File: config.mk
export PLATFORM = sky130hd
export DESIGN_NAME = pipelined_mac
export DESIGN_NICKNAME = d
export VERILOG_FILES = /design/src/rtl/pipelined_mac.sv
export SDC_FILE = /design/constraint.sdc
export NUM_CORES = 2
export LEC_CHECK = 0
export BUFFER_PORTS_ARGS = -buffer_cell sky130_fd_sc_hd__buf_2
export CAP_MARGIN = 30
export CORE_MARGIN = 5
export CORE_UTILIZATION = 40
export CTS_BUF_LIST = sky130_fd_sc_hd__clkbuf_8
export DETAILED_ROUTE_END_ITERATION = 8
export GPL_TIMING_DRIVEN = 0
export SYNTH_ARGS = -nofsm -noshare
export SYNTH_HDL_FRONTEND = slang
export SYNTH_SLANG_ARGS = --single-unit
File: constraint.sdc
create_clock -name clk_i -period 9.7 [get_ports clk_i]
set_input_delay 0.485 -clock clk_i [delete_from_list [all_inputs] [get_ports clk_i]]
set_output_delay 0.485 -clock clk_i [all_outputs]
set_load 0.02 [all_outputs]
File: src/rtl/pipelined_mac.sv
// Pipelined multiply-accumulate with AXI4-Stream in/out. A single global enable freezes every
// stage under output backpressure so no beat is ever dropped.
`timescale 1ns/1ps
module pipelined_mac #(
    parameter int unsigned A_WIDTH   = 32,
    parameter int unsigned B_WIDTH   = 32,
    parameter int unsigned LATENCY   = 4,
    parameter int unsigned ACC_GUARD = 8,
    localparam int unsigned ACC_WIDTH = A_WIDTH + B_WIDTH + ACC_GUARD
) (
    input  logic                 clk_i,
    input  logic                 rst_i,
    input  logic [A_WIDTH-1:0]   s_axis_tdata_a,
    input  logic [B_WIDTH-1:0]   s_axis_tdata_b,
    input  logic                 s_axis_tsigned,
    input  logic                 s_axis_tacc,
    input  logic                 s_axis_tlast,
    input  logic                 s_axis_tvalid,
    output logic                 s_axis_tready,
    output logic [ACC_WIDTH-1:0] m_axis_tdata,
    output logic                 m_axis_tovf,
    output logic                 m_axis_tvalid,
    input  logic                 m_axis_tready,
    output logic                 busy_o
);
    localparam int unsigned PW  = A_WIDTH + B_WIDTH;
    localparam int unsigned PD  = LATENCY - 2;
    localparam int unsigned PDA = (PD == 0) ? 1 : PD;

    if (A_WIDTH < 4 || A_WIDTH > 64 || B_WIDTH < 4 || B_WIDTH > 64 ||
        LATENCY < 2 || LATENCY > 8) begin : g_bad_params
        $error("pipelined_mac: parameter out of range");
    end

    logic en, accept;
    assign en            = !m_axis_tvalid || m_axis_tready;
    assign s_axis_tready = en;
    assign accept        = s_axis_tvalid && en;

    logic               s1_valid_q, s1_sgn_q, s1_acc_q, s1_last_q;
    logic [A_WIDTH-1:0] s1_a_q;
    logic [B_WIDTH-1:0] s1_b_q;

    always_ff @(posedge clk_i) begin
        if (rst_i) begin
            s1_valid_q <= 1'b0;
            s1_sgn_q   <= 1'b0;
            s1_acc_q   <= 1'b0;
            s1_last_q  <= 1'b0;
            s1_a_q     <= '0;
            s1_b_q     <= '0;
        end else if (en) begin
            s1_valid_q <= accept;
            if (accept) begin
                s1_sgn_q  <= s_axis_tsigned;
                s1_acc_q  <= s_axis_tacc;
                s1_last_q <= s_axis_tlast;
                s1_a_q    <= s_axis_tdata_a;
                s1_b_q    <= s_axis_tdata_b;
            end
        end
    end

    // Extending both operands to PW bits makes the truncated product exact for either mode.
    logic [PW-1:0] a_ext, b_ext, s1_prod;
    always_comb begin
        a_ext   = {{B_WIDTH{s1_sgn_q & s1_a_q[A_WIDTH-1]}}, s1_a_q};
        b_ext   = {{A_WIDTH{s1_sgn_q & s1_b_q[B_WIDTH-1]}}, s1_b_q};
        s1_prod = a_ext * b_ext;
    end

    logic          ret_valid, ret_sgn, ret_acc, ret_last, pipe_busy;
    logic [PW-1:0] ret_prod;

    if (PD == 0) begin : g_direct
        assign ret_valid = s1_valid_q;
        assign ret_sgn   = s1_sgn_q;
        assign ret_acc   = s1_acc_q;
        assign ret_last  = s1_last_q;
        assign ret_prod  = s1_prod;
        assign pipe_busy = 1'b0;
    end else begin : g_pipe
        logic [PW-1:0]  prod_q [PDA];
        logic [PDA-1:0] valid_q, sgn_q, acc_q, last_q;

        always_ff @(posedge clk_i) begin
            if (rst_i) begin
                valid_q <= '0;
                sgn_q   <= '0;
                acc_q   <= '0;
                last_q  <= '0;
                for (int i = 0; i < int'(PDA); i++) prod_q[i] <= '0;
            end else if (en) begin
                valid_q[0] <= s1_valid_q;
                sgn_q[0]   <= s1_sgn_q;
                acc_q[0]   <= s1_acc_q;
                last_q[0]  <= s1_last_q;
                prod_q[0]  <= s1_prod;
                for (int i = 1; i < int'(PD); i++) begin
                    valid_q[i] <= valid_q[i-1];
                    sgn_q[i]   <= sgn_q[i-1];
                    acc_q[i]   <= acc_q[i-1];
                    last_q[i]  <= last_q[i-1];
                    prod_q[i]  <= prod_q[i-1];
                end
            end
        end

        assign ret_valid = valid_q[PD-1];
        assign ret_sgn   = sgn_q[PD-1];
        assign ret_acc   = acc_q[PD-1];
        assign ret_last  = last_q[PD-1];
        assign ret_prod  = prod_q[PD-1];
        assign pipe_busy = |valid_q;
    end

    logic [ACC_WIDTH-1:0]    acc_q, acc_d, p_ext, sum;
    logic [ACC_WIDTH+PW-1:0] p_wide;
    logic                    ovf_q, ovf_d, carry, ovf_add;

    always_comb begin
        p_wide  = {{ACC_WIDTH{ret_sgn & ret_prod[PW-1]}}, ret_prod};
        p_ext   = p_wide[ACC_WIDTH-1:0];
        {carry, sum} = {1'b0, acc_q} + {1'b0, p_ext};
        ovf_add = ret_sgn ? ((acc_q[ACC_WIDTH-1] == p_ext[ACC_WIDTH-1]) &&
                             (sum[ACC_WIDTH-1] != acc_q[ACC_WIDTH-1]))
                          : carry;
        if (ret_acc) begin
            acc_d = sum;
            ovf_d = ovf_q | ovf_add;
        end else begin
            acc_d = p_ext;
            ovf_d = 1'b0;
        end
    end

    always_ff @(posedge clk_i) begin
        if (rst_i) begin
            acc_q         <= '0;
            ovf_q         <= 1'b0;
            m_axis_tdata  <= '0;
            m_axis_tovf   <= 1'b0;
            m_axis_tvalid <= 1'b0;
        end else if (en) begin
            if (ret_valid) begin
                acc_q <= acc_d;
                ovf_q <= ovf_d;
            end
            m_axis_tvalid <= ret_valid && ret_last;
            if (ret_valid && ret_last) begin
                m_axis_tdata <= acc_d;
                m_axis_tovf  <= ovf_d;
            end
        end
    end

    assign busy_o = s1_valid_q | pipe_busy | m_axis_tvalid;

endmodule

==> flow_summary.yaml <==
floorplanning:
  dieArea_sq_um: 145400
  die_y_um: 381.3
  ios: 147
  fp.coreArea_sq_um: 137300
  initial_utilization_pct: 40.16
  die_width_um: 381.3
  rows: 136
pwr:
  powerDensity_nw_per_um2: 99.48
  report.power.total_mw: 6.027
  leakagePower_nw: 28.33
  ir_drop_mv: 0.1113
worst_setup_path:
  crit_buf_inv: 8
  end_kind: "flop"
  slowest_delay_ps: 620
  worstPathMaxFanout: 7
  r2r_slack_ps: 250
  worst_ep_required_time_ps: 10220
  critical-path-top-delay-family: "adder cells"
  cp.arrival_ps: 9980
  worstSetupPathType: "reg -> reg"
  path_common_cell: "fa_1"
  cp-start-kind: "flop"
  crit_slowest_cell: "clkbuf_1"
grt:
  antenna_found_initial: 20
  grt_overflow_total: 0
  grt_pass1_vias: 46207
  grt_max_degree: 75
  grtUsageTotal_pct: 28.26
  grt_pass1_wl_um: 302700
finish:
  area_growth_pct: 9.856
  stdcell_count: 8221
  drive_above_1_share_pct: 5.159
  seq_area_sq_um: 8315
  fill_cells: 13535
  final_nets: 7848
  multi_input_area_sq_um: 41260
timing:
  hold_violations: 0
  slew_headroom_pct: 27.50
  slew_viol_final: 0
  whs_ps: 39.59
  clock_skew_ps: 88.98
  fmax_mhz: 105.8
  period_minus_slack_ps: 9454
  rsz0062_at_grt: "false"
  max_slew.worst_pin.slew_ps: 1060
  finalSetupViolCount: 0
  timing.final.crit_share_pct: 97.47
  fin_setup_tns_ps: 0
drt:
  viasPerCell: 5.426
  drc_errors: 0
  drtIter0Drc: 4013
  postRouteAntennaNets: 0
  vias: 44611
  wl_per_cell_um: 25.06
  drt-pass1-iter-count: 6
  drt-total-wl_um: 206000
min_path:
  min_path_type: "in -> reg"
logic_synthesis:
  synth_top_family_by_area: "adder cells"
  netlist_area_sq_um: 55140
  syn_nets: 7553
  yosysUniqueCellTypes: 74
  ys.flop_type: "dfxtp_1"
  async_flop_share_pct: 0
  yosysWarnings: 0
  seq_area_frac_synth_pct: 15.07
  yosys.area_share.xor_xnor_pct: 1.890
  synth-simple-area-share_pct: 16.22
  synthAdderAreaFrac_pct: 47.32
  syn_area_per_cell_sq_um: 9.082
  netlist_instances: 6072
  synth_edf_count: 128
  synth-compound-area-share_pct: 8.527
  ys_seq_elements: 351
  yosys-mux-area-fraction_pct: 0.8418
flow_run:
  maxCapViolCount: 0
clock_tree:
  post-cts-setup-buffers: 0
  cts_tree: "built"
  htree_levels: 2
  cts_buffer_depth: 3
  cts_buffers: 60
  clk_pin_slew_worst_paths_ps: 60
  insertion_delay_ps: 790
  clock-sinks: 351
  root_buffer: "clkbuf_8"
place:
  place_congestion: 0.9797
  dp_hpwl_um: 172100
  dpl.cell_count: 8039
  io_buffers: 145
run_status:
  status: "complete, no violations"
## state kept, by name (all words and copies together), names as in the netlist, 32 cells and up
| register | count |
|---|---|
| acc_q | 72 |
| m_axis_tdata | 72 |
| s1_b_q | 32 |
| g_pipe.prod_q | 128 |
| s1_a_q | 32 |
## logic make-up (layout without fill, tap and decap cells)
kind of cell,Yosys count,after routing
AND/OR/NAND/NOR,1938,1938
buffers and inverters,1485,1829
adder cells (fa/ha/maj),1410,1410
AO/OA/AOI/OAI,723,723
flip-flops,351,351
XOR/XNOR,119,119
multiplexers,46,46
other,0,11
## layer usage
| layer | GRT usage (%) | vias to the layer above | share of wire, % |
|---|---|---|---|
| met3 | 6.218 | 552 | 9.1 |
| met4 | 15.49 | 16 | 6.9 |
| met2 | 45.01 | 2162 | 45 |
| met5 | 0 | - | 0.056 |
| met1 | 35.96 | 22594 | 39 |
| li1 | - | 19287 | - |
## final timing paths
| path | start | end | cells after the start |
|---|---|---|---|
| min reg2reg | g_pipe.last_q[0] | g_pipe.last_q[1] | 2 |
| max | s1_a_q[20] | g_pipe.prod_q[0][61] | 28 |
| max reg2reg | s1_a_q[20] | g_pipe.prod_q[0][61] | 28 |
| min | s_axis_tdata_a[21] | s1_a_q[21] | 3 |
## worst register-to-register path: cells and delay by family, from the launching register on
family	cells	cell delay, ps
fa+ha+maj	9	4480
simple gates	2	170
buf+inv	8	1650
xor+xnor	1	210
compound gates	8	2430
flops	1	300
## what timing repair did
| item | in CTS | in global routing |
|---|---|---|
| setup endpoints to repair | 5 | 10 |
| hold buffers | 59 | 0 |
| resized for setup | 1 | 80 |
| endpoints found under the hold margin | 59 | 0 |
## stage by stage
step / area [sq um] / worst slack, ps / util [%]
6_report: 60580 / 245.8 / 44.11
5_1_grt: 60550 / 4.077 / 44.10
4_1_cts: 60400 / 46.50 / 43.99
3_5_place_dp: 58540 / -335.6 / 42.63
3_3_place_gp: 58110 / -257.5 / 42.32
2_1_floorplan: 55140 / 1871 / -
## power breakdown
| group | switching, mW | internal, mW |
|---|---|---|
| registers | 0.140 | 1.69 |
| clock network | 0.700 | 0.782 |
| logic | 1.80 | 0.920 |
| total | 2.64 | 3.39 |
## cells in the mapped netlist (all sizes together) (35+ instances only)
library cell  instances  share of area (%)
fa                 1126                 41
inv                1124                7.7
nand2               973                6.6
and2                430                4.9
clkbuf              349                2.4
ha                  284                6.4
nor2                284                1.9
a21oi               248                2.3
dfxtp               223                8.1
edfxtp              128                7.0
a211oi              122                1.7
o21ai                84               0.76
a21o                 83                1.1
xnor2                78                1.2
mux2i                43               0.78
xor2                 41               0.65
and3                 38               0.43
nand4                37               0.42
nand3                36               0.33
nor3                 35               0.32
## layout by cell type (no fill, tap or decap), types with 128 or more instances in the layout
cell type,n
a21oi_1,246
and2_1,427
buf_2,150
clkbuf_1,313
dfxtp_1,217
edfxtp_1,128
fa_1,1125
ha_1,284
inv_1,1143
nand2_1,973
nor2_1,284
## final cells by class
type / instances / share of cell area, %
repair buffers: 240 / 3.082
multi-input cells: 4236 / 68.11
clock buffers: 65 / 1.477
plain buffers: 354 / 2.272
diodes: 11 / 0.04544
clock inverters: 46 / 0.6196
inverters: 1124 / 6.964
well taps: 1794 / 3.705
flip-flops and latches: 351 / 13.73
Note: power is estimated with default switching activity, not from simulation.
